`config.mk`:
```
export PLATFORM = sky130hd
export DESIGN_NAME = muldiv_unit
export DESIGN_NICKNAME = d
export VERILOG_FILES = /design/src/rtl/muldiv_pkg.sv /design/src/rtl/muldiv_sign_fix.sv /design/src/rtl/muldiv_unit.sv
export SDC_FILE = /design/constraint.sdc
export NUM_CORES = 1
export LEC_CHECK = 0
export CAP_MARGIN = 20
export CORE_MARGIN = 2
export CORE_UTILIZATION = 50
export CTS_CLUSTER_DIAMETER = 80
export DETAILED_ROUTE_END_ITERATION = 10
export GPL_ROUTABILITY_DRIVEN = 0
export PLACE_DENSITY = 0.69
export SYNTH_ARGS = -nofsm -noshare
export SYNTH_HDL_FRONTEND = slang
export SYNTH_HIERARCHICAL = 1
export SYNTH_SLANG_ARGS = --single-unit
```
`constraint.sdc`:
```
create_clock -name clk -period 16.1 [get_ports clk]
set_input_delay 2.415 -clock clk [delete_from_list [all_inputs] [get_ports clk]]
set_output_delay 2.415 -clock clk [all_outputs]
set_load 0.02 [all_outputs]
```
`src/rtl/muldiv_pkg.sv`:
```
// Shared definitions for the iterative RV32M multiply/divide unit:
// funct3 operation codes, FSM state encoding and special-case flag codes.
package muldiv_pkg;

   localparam logic [2:0] F3_MUL    = 3'b000;
   localparam logic [2:0] F3_MULH   = 3'b001;
   localparam logic [2:0] F3_MULHSU = 3'b010;
   localparam logic [2:0] F3_MULHU  = 3'b011;
   localparam logic [2:0] F3_DIV    = 3'b100;
   localparam logic [2:0] F3_DIVU   = 3'b101;
   localparam logic [2:0] F3_REM    = 3'b110;
   localparam logic [2:0] F3_REMU   = 3'b111;

   typedef enum logic [1:0] {
      S_IDLE = 2'd0,
      S_CALC = 2'd1,
      S_DONE = 2'd2
   } state_t;

   localparam logic [1:0] SPC_NONE = 2'd0;
   localparam logic [1:0] SPC_DIV0 = 2'd1;
   localparam logic [1:0] SPC_OVF  = 2'd2;

endpackage

```
`src/rtl/muldiv_sign_fix.sv`:
```
// Sign conditioning for the multiply/divide unit: turns both operands into
// magnitudes plus sign bits at accept time, and conditionally negates the
// double-width raw result (two's complement) at the exit step.
module muldiv_sign_fix
   import muldiv_pkg::*;
#(
   parameter int XLEN = 32
) (
   input  logic [XLEN-1:0]   a,
   input  logic [XLEN-1:0]   b,
   input  logic              a_signed,
   input  logic              b_signed,
   output logic [XLEN-1:0]   a_mag,
   output logic [XLEN-1:0]   b_mag,
   output logic              a_neg,
   output logic              b_neg,
   input  logic [2*XLEN-1:0] wide,
   input  logic              negate,
   output logic [2*XLEN-1:0] wide_fixed
);

   // Absolute values of the operands and conditional negation of the result;
   // the most negative value maps onto its own bit pattern as an unsigned magnitude.
   always_comb begin
      a_neg      = a_signed & a[XLEN-1];
      b_neg      = b_signed & b[XLEN-1];
      a_mag      = a_neg ? -a : a;
      b_mag      = b_neg ? -b : b;
      wide_fixed = negate ? -wide : wide;
   end

endmodule

```
`src/rtl/muldiv_unit.sv`:
```
// Iterative RV32M multiply/divide unit with start/busy/done handshake.
// Multiply is MSB-first shift-add over magnitudes, divide is restoring
// shift-subtract; signs are fixed up on the final step.
// Optional build macro MULDIV_FAST_MUL_EN: multiplies complete in a single
// CALC cycle using a combinational product; division stays iterative.
module muldiv_unit
   import muldiv_pkg::*;
#(
   parameter int XLEN  = 32,
   parameter int CNT_W = $clog2(XLEN)
) (
   input  logic            clk,
   input  logic            reset,
   input  logic            start,
   input  logic [2:0]      funct3,
   input  logic [XLEN-1:0] operand_a,
   input  logic [XLEN-1:0] operand_b,
   output logic            busy,
   output logic            done,
   output logic [XLEN-1:0] result
);

   localparam logic [XLEN-1:0] INT_MIN = {1'b1, {(XLEN-1){1'b0}}};

   state_t              state;
   state_t              state_next;
   logic [CNT_W-1:0]    count;
   logic [2:0]          op;
   logic [XLEN-1:0]     operand_reg;
   logic [XLEN-1:0]     shift_reg;
   logic [2*XLEN-1:0]   acc;
   logic                negate;
   logic [1:0]          spc;

   logic                accept;
   logic                last_step;
   logic                a_signed;
   logic                b_signed;
   logic [XLEN-1:0]     a_mag;
   logic [XLEN-1:0]     b_mag;
   logic                a_neg;
   logic                b_neg;
   logic                accept_negate;
   logic [1:0]          accept_spc;
   logic [2*XLEN-1:0]   mul_acc;
   logic [XLEN:0]       div_shifted;
   logic                div_ge;
   logic [XLEN:0]       div_rem;
   logic [2*XLEN-1:0]   step_acc;
   logic [XLEN-1:0]     step_shift;
   logic [2*XLEN-1:0]   fix_wide;
   logic [2*XLEN-1:0]   fixed;
   logic [XLEN-1:0]     final_result;

   assign accept = (state == S_IDLE) && start;

`ifdef MULDIV_FAST_MUL_EN
   assign last_step = !op[2] || (count == CNT_W'(XLEN - 1));
`else
   assign last_step = (count == CNT_W'(XLEN - 1));
`endif

   muldiv_sign_fix #(.XLEN(XLEN)) u_sign_fix (
      .a          (operand_a),
      .b          (operand_b),
      .a_signed   (a_signed),
      .b_signed   (b_signed),
      .a_mag      (a_mag),
      .b_mag      (b_mag),
      .a_neg      (a_neg),
      .b_neg      (b_neg),
      .wide       (fix_wide),
      .negate     (negate),
      .wide_fixed (fixed)
   );

   // Which operands are treated as signed for the requested operation.
   always_comb begin
      a_signed = 1'b0;
      b_signed = 1'b0;
      case (funct3)
         F3_MULH, F3_DIV, F3_REM: begin
            a_signed = 1'b1;
            b_signed = 1'b1;
         end
         F3_MULHSU: a_signed = 1'b1;
         default: ;
      endcase
   end

   // Result-negate flag and divide special cases, decided once at accept.
   always_comb begin
      accept_negate = a_neg ^ b_neg;
      if (funct3 == F3_REM || funct3 == F3_REMU) begin
         accept_negate = a_neg;
      end
      accept_spc = SPC_NONE;
      if (funct3[2]) begin
         if (operand_b == '0) begin
            accept_spc = SPC_DIV0;
         end else if (b_signed && operand_a == INT_MIN && operand_b == '1) begin
            accept_spc = SPC_OVF;
         end
      end
   end

   // One arithmetic step: shift-add for multiply, restoring subtract for divide,
   // where the partial remainder lives in the low XLEN+1 bits of the accumulator.
   always_comb begin
      mul_acc     = (acc << 1) + (shift_reg[XLEN-1] ? {{XLEN{1'b0}}, operand_reg} : '0);
      div_shifted = {acc[XLEN-1:0], shift_reg[XLEN-1]};
      div_ge      = div_shifted >= {1'b0, operand_reg};
      div_rem     = div_ge ? (div_shifted - {1'b0, operand_reg}) : div_shifted;
      step_acc    = op[2] ? {{(XLEN-1){1'b0}}, div_rem} : mul_acc;
      step_shift  = {shift_reg[XLEN-2:0], op[2] & div_ge};
`ifdef MULDIV_FAST_MUL_EN
      if (!op[2]) begin
         step_acc = {{XLEN{1'b0}}, operand_reg} * {{XLEN{1'b0}}, shift_reg};
      end
`endif
   end

   // Pick the raw value to sign-correct and the final word to write back;
   // a zero divisor already leaves the dividend as the remainder, so only
   // the quotient needs substituting for that case.
   always_comb begin
      fix_wide = step_acc;
      if (op == F3_DIV || op == F3_DIVU) begin
         fix_wide = {{XLEN{1'b0}}, step_shift};
      end else if (op == F3_REM || op == F3_REMU) begin
         fix_wide = {{XLEN{1'b0}}, step_acc[XLEN-1:0]};
      end
      final_result = fixed[XLEN-1:0];
      case (op)
         F3_MULH, F3_MULHSU, F3_MULHU: final_result = fixed[2*XLEN-1:XLEN];
         F3_DIV, F3_DIVU: begin
            if (spc == SPC_DIV0) begin
               final_result = '1;
            end else if (spc == SPC_OVF) begin
               final_result = INT_MIN;
            end
         end
         F3_REM, F3_REMU: begin
            if (spc == SPC_OVF) begin
               final_result = '0;
            end
         end
         default: ;
      endcase
   end

   // FSM state register.
   always_ff @(posedge clk) begin
      if (!reset) begin
         state <= S_IDLE;
      end else begin
         state <= state_next;
      end
   end

   // Next-state and handshake outputs.
   always_comb begin
      state_next = state;
      busy       = (state != S_IDLE);
      done       = (state == S_DONE);
      case (state)
         S_IDLE: if (start) state_next = S_CALC;
         S_CALC: if (last_step) state_next = S_DONE;
         S_DONE: state_next = S_IDLE;
         default: state_next = S_IDLE;
      endcase
   end

   // Datapath registers: latch conditioned operands at accept, step while
   // calculating, and write the corrected result on the final step.
   always_ff @(posedge clk) begin
      if (!reset) begin
         count       <= '0;
         op          <= F3_MUL;
         operand_reg <= '0;
         shift_reg   <= '0;
         acc         <= '0;
         negate      <= 1'b0;
         spc         <= SPC_NONE;
         result      <= '0;
      end else if (accept) begin
         count       <= '0;
         op          <= funct3;
         operand_reg <= funct3[2] ? b_mag : a_mag;
         shift_reg   <= funct3[2] ? a_mag : b_mag;
         acc         <= '0;
         negate      <= accept_negate;
         spc         <= accept_spc;
      end else if (state == S_CALC) begin
         count     <= count + CNT_W'(1);
         acc       <= step_acc;
         shift_reg <= step_shift;
         if (last_step) begin
            result <= final_result;
         end
      end
   end

endmodule

```
== After elaboration in Yosys (flattened, before gate mapping) ==
Index checks and enable logic that the tools add are counted.

* Output and inout port bits: 34
* Flip-flop bits (word level): 172
* Logic and storage cells: 86

* Eq/ne operators: 21
* Reductions and logical operators: 18
* Muxes and demuxes: 25
* Bitwise operators: 6
* Magnitude comparators: 1
* Add/subtract/negate cells: 6

{| class="wikitable"
|+ Operator list
! operator !! number
|-
| 32-bit two-way mux || 10
|-
| 64-bit two-way mux || 4
|-
| 32-bit one-hot mux with 3 select lines || 1
|-
| 64-bit by 32-bit adder with 64-bit output || 1
|-
| 32-bit equality test, second input constant || 2
|-
| 32-bit negator || 2
|-
| 64-bit negator || 1
|-
| 33-bit by 32-bit greater-or-equal comparator with 1-bit output || 1
|-
| 33-bit two-way mux || 1
|-
| 33-bit by 32-bit subtractor with 33-bit output || 1
|-
| 32-bit logical NOT || 1
|-
| 3-bit equality test, second input constant || 7
|-
| 2-bit two-way mux || 5
|-
| 3-bit by 2-bit equality test with 1-bit output, second input constant || 3
|-
| 3-bit by 1-bit equality test with 1-bit output, second input constant || 2
|-
| 2-bit OR reduction || 3
|-
| 3-bit OR reduction || 2
|-
| 5-bit by 1-bit adder with 5-bit output, second input constant || 1
|-
| 5-bit equality test, second input constant || 1
|-
| 2-bit by 1-bit equality test with 1-bit output, second input constant || 2
|-
| 2-bit equality test, second input constant || 2
|-
| 2-bit inequality test, second input constant || 2
|-
| 2-bit one-hot mux with 2 select lines || 1
|-
| 2-bit nonzero test || 2
|-
| 10 further kinds || 19
|}

== Depth between registers and ports, before layout ==
Gate-level depths: netlist (run 1).

* Depth in word-level cells: 10
* Mapped depth: 28
* Mapped depth without buffers: 24

== Hierarchy ==
Netlist (run 1), hierarchy kept.

{| class="wikitable"
|+ Modules (own cells, without submodules)
! module !! cells each !! area an instance (µm²) !! sequential area each (µm²) !! instances
|-
| muldiv_unit || 1804 || 13315.3 || 3443.3 || 1
|-
| muldiv_sign_fix || 417 || 2860.2 || 0.0 || 1
|}

== Least setup slack after synthesis (run 1) ==
Ideal clock, no wire load.

* Path kind: reg2reg
* Start point: reg shift_reg[31]
* End point: reg result[28]
* Library setup time: 0.059 ns
* Slack: 10.557 ns
* Arrival: 5.484 ns
* Clock period less this slack: 5.543 ns
* Cell stages (with the launch flop): 29
* Cells stage by stage: dfxtp_1 -> inv_1 -> clkbuf_1 -> nor2_1 -> ha_1 -> inv_1 -> fa_1 -> nand2b_1 -> a21oi_1 -> o31a_1 -> a31o_2 -> a31oi_1 -> o31ai_2 -> clkbuf_1 -> nand2_1 -> xor2_1 -> nor2_1 -> or4_1 -> buf_2 -> nor4_4 -> nand3_1 -> buf_2 -> o41ai_2 -> xnor2_1 -> nand2_1 -> a21oi_1 -> a21oi_1 -> nand2_1 -> o211a_1

* Elaborated cells between the ends (all ways): 15

{| class="wikitable"
|+ RTL lines
! what !! line !! text
|-
| start: declaration || muldiv_unit.sv:30 || <nowiki>logic [XLEN-1:0] shift_reg;</nowiki>
|-
| start signal: assignment || muldiv_unit.sv:190 || <nowiki>shift_reg <= funct3[2] ? a_mag : b_mag;</nowiki>
|-
| start signal: assignment || muldiv_unit.sv:197 || <nowiki>shift_reg <= step_shift;</nowiki>
|-
| 32-bit two-way mux || muldiv_unit.sv:110 || <nowiki>mul_acc = (acc << 1) + (shift_reg[XLEN-1] ? {{XLEN{1'b0}}, operand_reg} : '0);</nowiki>
|-
| 64-bit by 32-bit adder with 64-bit output || muldiv_unit.sv:110 ||
|-
| 64-bit two-way mux || muldiv_unit.sv:114 || <nowiki>step_acc = op[2] ? {{(XLEN-1){1'b0}}, div_rem} : mul_acc;</nowiki>
|-
| 64-bit two-way mux || muldiv_unit.sv:130 || <nowiki>end else if (op == F3_REM || op == F3_REMU) begin</nowiki>
|-
| 64-bit two-way mux || muldiv_unit.sv:128 || <nowiki>if (op == F3_DIV || op == F3_DIVU) begin</nowiki>
|-
| net fix_wide[33] || muldiv_unit.sv:51 || <nowiki>logic [2*XLEN-1:0] fix_wide;</nowiki>
|-
| 64-bit negator || muldiv_sign_fix.sv:29 || <nowiki>wide_fixed = negate ? -wide : wide;</nowiki>
|-
| 64-bit two-way mux || muldiv_sign_fix.sv:29 ||
|-
| net fixed[60] || muldiv_unit.sv:52 || <nowiki>logic [2*XLEN-1:0] fixed;</nowiki>
|-
| 32-bit one-hot mux with 3 select lines || muldiv_unit.sv:134 || <nowiki>case (op)</nowiki>
|-
| end signal: assignment || muldiv_unit.sv:199 || <nowiki>result <= final_result;</nowiki>
|-
| end: declaration || muldiv_unit.sv:20 || <nowiki>output logic [XLEN-1:0] result</nowiki>
|}

The timed path passes the listed nets, and every way through them passes these cells.
A chain may end at the register's enable or synchronous reset.

== Final worst setup path (run 1) ==
* Start point: reg shift_reg[31]
* End point: reg result[22]

The elaborated chain is that of the path after synthesis.

==> flow_summary_export.csv, run 1 <==
group,metric,value,unit
timing,tightestPinTransition,1103,ps
setup_path,worst-path-max-fanout,32,
drt,ant_nets,0,
cts,holdBufCountCts,0,
cts,root_buffer,"clkbuf_16",
synthesis,yosysWarnings,6,
cts,post-cts-setup-buffers,0,
cts,clk_pin_slew,80,ps
final_layout,area_growth,10.62,%
synthesis,yosysTopAreaCell,"dfxtp_1",
synthesis,syn_inst,2221,
grt,antenna_found_initial,0,
setup_path,critPathTopFamily,"compound AO/OA/AOI/OAI gates",
setup_path,arrival,7670,ps
cts,htreeDepth,4,
floorplanning,core.rowCount,65,
cts,clk_latency,450,ps
cts,clockBufferDepth,2,
setup_path,crit_path_end_kind,"flip-flop",
drt,routed_wl,54750,um
floorplanning,chipHeight,183.9,um
timing,rsz0062_at_grt,"no",
pwr,p_leak,7.660,nW
setup_path,worst_ep_required_time,16500,ps
timing,post-route-period-util,45.19,%
synthesis,synth-seq-cells,172,
drt,drc,0,
cts,cts-resized-gates,0,
floorplanning,start_util,51.00,%
cts,cts_tree,"yes",
grt,grt_overflow_total,0,
synthesis,netlist_top_cells_area,"dfxtp_1 (21%), nand2_1 (6.4%), xnor2_1 (6.0%)",
floorplanning,coreArea,31720,um^2
hold_path,min-delay-path-class,"reg -> reg",
synthesis,ys_types,82,
timing,skew,15.37,ps
synthesis,synth_edf_count,0,
setup_path,slowest_delay,710,ps
pwr,p_per_area,77.87,nW/um^2
drt,drtIter0Drc,2091,
final_layout,drive_gt1_share,4.854,%
run_status,status,"completed",
cts,clock-sinks,172,
synthesis,syn_area,16180,um^2
final_layout,largest_register_ffs,63,
drt,dr.pass1.iters,7,
pwr,ir_drop,56.83,uV
hold_path,min_from,"count[4]",
synthesis,syn_nets,2362,
setup_path,cp_slowest_cell,"or4_1",
setup_path,critical_path_buf_inv_count,3,
grt,grt_max_degree,94,
timing,min_period,7275,ps
drt,viasPerCell,6.492,
setup_path,crit_path_start,"shift_reg[31]",
floorplanning,fp.dieW,183.9,um
run,drv_cap,0,
synthesis,synthFlopType,"dfxtp_1",
timing,hold_viol,0,
synthesis,synth.top_cell.area_share,21.29,%
floorplanning,die-area,33810,um^2
final_layout,final_cell_mix,"nand2_1 (274), nor2_1 (229), a21oi_1 (179), dfxtp_1 (170), o21ai_0 (158)",
drt,wl_per_cell,20.84,um
synthesis,synth_area_per_cell,7.283,um^2
final_layout,layout_commonest_cell,"nand2_1",
placement,dp_hpwl,41580,um
timing,fin_tns_setup,0,ps
synthesis,synth-seq-area-share,21.29,%
timing,slew-limit-headroom,26.40,%
setup_path,r2r_start,"shift_reg[31]",
grt,track_usage,32.07,%
final_layout,finalInstanceArea,17890,um^2
setup_path,critical_path_class,"reg -> reg",
grt,grt_pass1_wl,86120,um
timing,timing.hold.ws,468.9,ps
timing,setup_viol,0,
placement,io_buffers,103,
synthesis,async_flop_share,0,%
timing,slew_violations,0,
timing,fmax,137.5,MHz
setup_path,start_kind,"flip-flop",
placement,dpl-instance-area,17290,um^2
floorplanning,ios,104,
drt,num_vias,17054,
final_layout,antenna_cells,0,
final_layout,regMostFlops,"acc",
final_layout,nets,2353,
cts,cts_made_buffers,17,
grt,grt_pass1_vias,15652,
## cell usage after synthesis (5+ instances only)
| cell type | count |
|---|---|
| ha_1 | 69 |
| a31oi_1 | 23 |
| mux2i_1 | 77 |
| clkbuf_1 | 115 |
| or3_1 | 22 |
| xor2_1 | 93 |
| nor2b_1 | 41 |
| o21a_1 | 15 |
| o211a_1 | 65 |
| nor4_1 | 30 |
| and2_1 | 8 |
| a21o_1 | 27 |
| nor3_1 | 34 |
| dfxtp_1 | 172 |
| nand2_1 | 274 |
| a211oi_1 | 13 |
| o21ai_0 | 158 |
| nand4b_1 | 5 |
| a221oi_1 | 36 |
| nand2b_1 | 20 |
| o21bai_1 | 8 |
| a21oi_1 | 179 |
| and3_1 | 16 |
| o211ai_1 | 5 |
| nand4_1 | 39 |
| inv_1 | 62 |
| nand3_1 | 56 |
| buf_2 | 14 |
| or4_1 | 18 |
| a311oi_1 | 5 |
| a21boi_0 | 8 |
| o2bb2ai_1 | 9 |
| xnor2_1 | 111 |
| o31ai_1 | 34 |
| o41ai_1 | 13 |
| nor2_1 | 231 |
| buf_1 | 15 |
| mux2_2 | 16 |
| a211o_1 | 5 |
## where the power goes
part	internal [mW]	switching, mW
sequential	0.445	0.0204
clock	0.211	0.206
combinational	0.186	0.325
total	0.842	0.552
## per-stage QoR
step	std cells	power (mW)	util, %	setup slack (ps)
floorplan	2221	0.8223	-	10560
global placement	2591	0.9590	54.34	8859
detailed placement	2594	0.9670	54.50	8993
CTS	2626	1.381	56.35	8936
global route	2627	1.451	56.41	8371
finish	2627	1.393	56.41	8825
## final cells by class
cell class,instances,area (um^2)
clock inverter,14,146.4
multi-input combinational,1835,11900
inverter,63,236.5
timing repair buffer,123,1217
fill,3062,13820
sequential,172,3448
clock buffer,18,439.2
tap,402,503.0
## worst paths after layout
| check | endpoint | slack, ps | cells past startpoint |
|---|---|---|---|
| max | result[22] | 8820 | 25 |
| min | count[4] | 470 | 2 |
| max reg2reg | result[22] | 8820 | 25 |
| min reg2reg | count[4] | 470 | 2 |
## worst reg2reg max path, stage by stage (launching register included)
cell and delay, ps:
dfxtp_1 390, inv_1 490, nor2_1 300, ha_1 240, inv_1 70, fa_1 370, nand2b_1 190, a21oi_1 250
o31a_1 330, a31o_2 280, a31oi_1 210, o31ai_2 620, buf_6 230, nand2_1 70, xor2_1 200, nor2_1 130
or4_1 710, nor4_4 340, nand3_1 500, o41ai_1 590, xnor2_1 160, nand2_1 70, a21oi_1 170, a21oi_1 50
nand2_1 110, o211a_1 130
## logic make-up (layout without fill, tap and decap cells)
group / Yosys count / in the layout / share of synthesized area (%)
xor+xnor: 204 / 204 / 11.05
mux: 93 / 93 / 5.879
fa+ha+maj: 71 / 71 / 5.585
compound gates: 640 / 640 / 26.33
buf+inv: 214 / 218 / 5.268
simple gates: 827 / 827 / 24.61
flops: 172 / 172 / 21.29
## per-layer routing
metal | GRT usage [%] | routed length (um)
met5 | 0 | 0
met4 | 10.88 | 1678
met3 | 6.260 | 5734
met2 | 49.49 | 23290
met1 | 44.56 | 24050
(Power assumes the default switching activity.)
==> inputs of run 2 (changes only) <==
Settings changed: PLACE_DENSITY 0.69 to 0.72.
Clock period 16.1 ns to 6.6 ns, I/O delays scaled along.
==> run 2 against run 1 <==
Critical path depth shrank 3. Sequential power grew 140%. Power grew 150%. Cell area grew 0.72%.
==> flow_summary_export.csv, run 2 (same netlist as run 1, synthesis figures left out) <==
group,metric,value,unit
setup_path,worst_ep_required_time,6990,ps
timing,skew,14.55,ps
final_layout,fin_util,56.82,%
timing,min_period,6427,ps
setup_path,worst-path-max-fanout,15,
setup_path,arrival,6820,ps
timing,slew_violations,0,
timing,post-route-period-util,97.37,%
timing,tightestPinTransition,1073,ps
run_status,status,"completed",
final_layout,antenna_cells,0,
floorplanning,coreArea,31720,um^2
final_layout,nets,2367,
final_layout,drive_gt1_share,5.494,%
final_layout,layout_commonest_cell,"nand2_1",
pwr,p_int,2.069,mW
floorplanning,ios,104,
drt,num_vias,17242,
cts,cts_made_buffers,17,
final_layout,n_fill_cell,2940,
cts,clk_pin_slew,80,ps
final_layout,final_cell_mix,"nand2_1 (274), nor2_1 (230), a21oi_1 (179), dfxtp_1 (170), o21ai_0 (158)",
pwr,pwr-share-comb,37.0,%
grt,grt_overflow_total,0,
grt,grt_max_degree,105,
setup_path,r2r_start,"shift_reg[31]",
timing,fmax,155.6,MHz
final_layout,largest_register_ffs,63,
cts,root_buffer,"clkbuf_16",
drt,wl_per_cell,20.64,um
drt,drc,0,
setup_path,crit_end,"result[7]",
cts,post-cts-setup-buffers,0,
cts,cts_tree,"yes",
final_layout,multi_input_area,11920,um^2
setup_path,rrSetupSlack,170,ps
pwr,p_leak,7.731,nW
grt,antenna_found_initial,0,
timing,slew-limit-headroom,28.45,%
cts,clockBufferDepth,2,
drt,drtIter0Drc,2489,
setup_path,crit_path_end_kind,"flip-flop",
cts,clock-sinks,172,
run,drv_cap,0,
floorplanning,chipHeight,183.9,um
setup_path,rr_endpoint,"result[7]",
floorplanning,die-area,33810,um^2
placement,dp_hpwl,41900,um
pwr,power_frac_seq,33.1,%
placement,io_buffers,103,
drt,dr.pass1.iters,8,
final_layout,final-seq-area,3448,um^2
final_layout,regMostFlops,"acc",
setup_path,crit_path_start,"shift_reg[31]",
floorplanning,start_util,51.00,%
pwr,p_sw,1.359,mW
timing,timing.hold.ws,465.9,ps
setup_path,start_kind,"flip-flop",
pwr,clock_power_share,29.9,%
drt,ant_nets,0,
timing,rsz0062_at_grt,"yes",
pwr,p_per_area,190.2,nW/um^2
floorplanning,fp.dieW,183.9,um
drt,routed_wl,54520,um
final_layout,area_growth,11.42,%
grt,track_usage,31.60,%
setup_path,rr_worst_depth,22,
grt,grt_pass1_wl,85060,um
timing,hold_viol,0,
setup_path,critical_path_class,"reg -> reg",
pwr,swShare,39.63,%
cts,clk_latency,440,ps
drt,viasPerCell,6.529,
timing,setup_viol,0,
grt,grt_pass1_vias,15446,
cts,htreeDepth,4,
floorplanning,core.rowCount,65,
pwr,ir_drop,177.6,uV
hold_path,min-delay-path-class,"reg -> reg",
==> run 2: cell types whose count changed in the layout (fill, tap and decap cells not counted), moves of 2 or more <==
cell / previous run / this run
buf_4: 17 / 31
clkinv_4: 2 / 0
clkinv_8: 3 / 5
nor4_1: 30 / 28
nor4_2: 3 / 5
==> run 2: timing repair <==
item                       CTS  global route
hold buffers                 0             0
resized for setup            0             3
setup endpoints to repair    0            19
==> run 2: stage by stage <==
step           area (um^2)  cells  power (mW)  setup TNS [ps]  setup slack, ps
2_1_floorplan        16180   2221       2.006               0             1057
6_report             18020   2641       3.428               0            173.3
4_1_cts              17970   2639       3.383               0            294.3
5_1_grt              18020   2641       3.569          -297.6           -119.5
3_5_place_dp         17370   2607       2.366               0            289.6
3_3_place_gp         17350   2606       2.348               0            335.5
==> run 2: layout make-up <==
type | instances | area share, %
Tap cell | 402 | 2.791
Clock inverter | 14 | 0.9164
Clock buffer | 18 | 2.437
Sequential cell | 172 | 19.13
Inverter | 63 | 1.312
Timing Repair Buffer | 137 | 7.297
Multi-Input combinational cell | 1835 | 66.11
==> run 2: critical path: stages (launching register included) <==
cell      delay, ps
dfxtp_1         380
inv_1           270
ha_1            310
fa_1            410
nor2b_1         190
o21bai_1        130
a211oi_1        550
o311ai_1        230
a311oi_1        410
xor2_1          130
mux2_2          330
nor2_1          120
o21ai_0         220
or4_1           680
nor4_4          430
nand3_1         290
o41ai_1         480
xnor2_1         200
nand2_1          80
a21oi_1         190
a21oi_1          70
nand2_1         110
o211a_1         140
==> run 2: layer usage <==
layer	vias up	track usage (%)	share of wire, %
met5	-	0	0
met4	0	9.472	3.0
met3	129	5.765	10
met2	1031	47.92	42
met1	8057	45.34	44
li1	8025	-	-
==> run 2: how the worst min path moves through the flow <==
stage                   from  endpoint  slack, ps  cells after the start
finish              count[4]  count[4]        470                      2
global route        count[4]  count[4]        500                      2
global placement     acc[62]   acc[62]        440                      2
CTS                 count[4]  count[4]        470                      2
detailed placement   acc[60]   acc[60]        460                      2
floorplan            acc[60]   acc[60]        430                      2
==> run 2: power groups by stage <==
stage	Sequential [mW]	Combinational, mW	Clock (mW)
CTS	1.13	1.22	1.03
global route	1.14	1.36	1.07
global placement	1.15	1.20	0
finish	1.13	1.27	1.03
detailed placement	1.15	1.21	0
floorplan	1.13	0.872	0
==> inputs of run 3 (changes only) <==
Settings changed: SLEW_MARGIN from default to 20.
==> run 3 against run 2 <==
First-iteration DRC count is 0.72% higher. Setup slack improved by 170 ps. Register-to-register slack improved by 170 ps. Sequential power is essentially flat. Utilization grew 0.091 points. Combinational power about the same.
==> flow_summary_export.csv, run 3 (same netlist as run 1, synthesis figures left out) <==
group,metric,value,unit
timing,tightestPinTransition,1050,ps
timing,fin_tns_setup,0,ps
timing,timing.hold.ws,466.4,ps
drt,drc,0,
final_layout,final_cells,2643,
floorplanning,coreArea,31720,um^2
final_layout,nets,2369,
setup_path,crit_top_cell,"a21oi_1",
floorplanning,ios,104,
grt,grt_pass1_vias,15505,
pwr,p_per_area,190.4,nW/um^2
pwr,p_leak,7.739,nW
setup_path,slowest_delay,660,ps
cts,htreeDepth,4,
placement,dp_hpwl,41880,um
timing,slew_violations,0,
setup_path,cp_slowest_cell,"or4_1",
final_layout,regMostFlops,"acc",
pwr,ir_drop,160.4,uV
cts,cts_made_buffers,17,
floorplanning,die-area,33810,um^2
floorplanning,chipHeight,183.9,um
floorplanning,start_util,51.00,%
setup_path,crit_path_end_kind,"flip-flop",
final_layout,final_cell_mix,"nand2_1 (274), nor2_1 (230), a21oi_1 (179), dfxtp_1 (170), o21ai_0 (158)",
timing,hold_viol,0,
floorplanning,core.rowCount,65,
final_layout,finalInstanceArea,18050,um^2
final_layout,largest_register_ffs,63,
drt,ant_nets,0,
grt,antenna_found_initial,0,
drt,viasPerCell,6.472,
setup_path,critical_path_class,"reg -> reg",
final_layout,drive_gt1_share,5.756,%
setup_path,worst_ep_required_time,6950,ps
final_layout,antenna_cells,0,
setup_path,crit_chain,"inv_1 > ha_1 > nand4_1 > or3b_1 > nor4_2 > o21a_2 > and4bb_4 > nor2_4 > buf_4 > mux2_2 > a21oi_1 > a21oi_1 > or4_1 > nor4_4 > nand3_1 > o31ai_1 > xnor2_1 > nand2_1 > a21oi_1 > a21oi_1 > nand2_1 > o211a_1",
final_layout,layout_commonest_cell,"nand2_1",
timing,slew-limit-headroom,30.01,%
cts,cts_tree,"yes",
timing,setup_viol,0,
drt,dr.pass1.iters,7,
drt,routed_wl,54340,um
timing,post-route-period-util,94.81,%
setup_path,critPathTopFamily,"simple AND/OR/NAND/NOR gates",
cts,clock-sinks,172,
setup_path,critical_path_buf_inv_count,2,
drt,drtIter0Drc,2507,
timing,fmax,159.8,MHz
floorplanning,fp.dieW,183.9,um
final_layout,fin_util,56.91,%
timing,skew,16.37,ps
placement,io_buffers,103,
timing,min_period,6257,ps
setup_path,start_kind,"flip-flop",
setup_path,worst-path-max-fanout,16,
cts,clk_pin_slew,80,ps
grt,grt_overflow_total,0,
pwr,power,3.437,mW
grt,track_usage,31.67,%
run,drv_cap,0,
placement,dpl-instance-area,17360,um^2
timing,rsz0062_at_grt,"no",
placement,pre_cts_ws,348.3,ps
cts,holdBufCountCts,0,
cts,clockBufferDepth,2,
drt,wl_per_cell,20.56,um
placement,placed_cells,2606,
grt,grt_max_degree,105,
timing,fin_ws,342.7,ps
grt,grt_pass1_wl,85350,um
cts,root_buffer,"clkbuf_16",
hold_path,min-delay-path-class,"reg -> reg",
cts,clk_latency,460,ps
run_status,status,"completed",
setup_path,arrival,6610,ps
final_layout,n_fill_cell,2975,
final_layout,area_growth,11.60,%
drt,num_vias,17106,
[run 3: worst paths after layout]
kind | start | depth (start not counted) | to | slack [ps]
hold / removal | count[4] | 2 | count[4] | 470
setup reg to reg | operand_reg[20] | 22 | result[29] | 340
hold reg to reg | count[4] | 2 | count[4] | 470
setup / recovery | operand_reg[20] | 22 | result[29] | 340
[run 3: tightest hold or removal path, delay by kind of cell (launching register included)]
family | cells | cell delay [ps]
DFF | 1 | 320
and+or+nand+nor | 1 | 50
AOI/OAI and AO/OA | 1 | 50
[run 3: layout make-up]
class | instances | area (um^2) | share of cell area [%]
Multi-Input combinational cell | 1835 | 11940 | 66.16
Sequential cell | 172 | 3448 | 19.10
Timing Repair Buffer | 139 | 1310 | 7.257
Tap cell | 402 | 503.0 | 2.786
Clock buffer | 18 | 439.2 | 2.433
Inverter | 63 | 240.2 | 1.331
Clock inverter | 14 | 167.7 | 0.9288
[run 3: where the power goes]
group | total (mW) | switching (mW) | internal, mW | leakage [nW]
Clock | 1.04 | 0.516 | 0.523 | 0.296
Sequential | 1.13 | 0.0503 | 1.08 | 1.40
Combinational | 1.26 | 0.799 | 0.464 | 6.04
Total | 3.44 | 1.37 | 2.07 | 7.74
[run 3: timing repair]
item,CTS,global route
setup endpoints to repair,0,18
resized for setup,0,7
buffers inserted,0,4
hold endpoints to repair,0,0
[run 3: layer usage]
layer | up-vias | part of all wire, % | track usage [%]
met2 | 1006 | 42 | 47.12
met5 | - | 0 | 0
met3 | 109 | 11 | 6.537
li1 | 8025 | - | -
met4 | 0 | 3.1 | 10.66
met1 | 7966 | 44 | 45.23
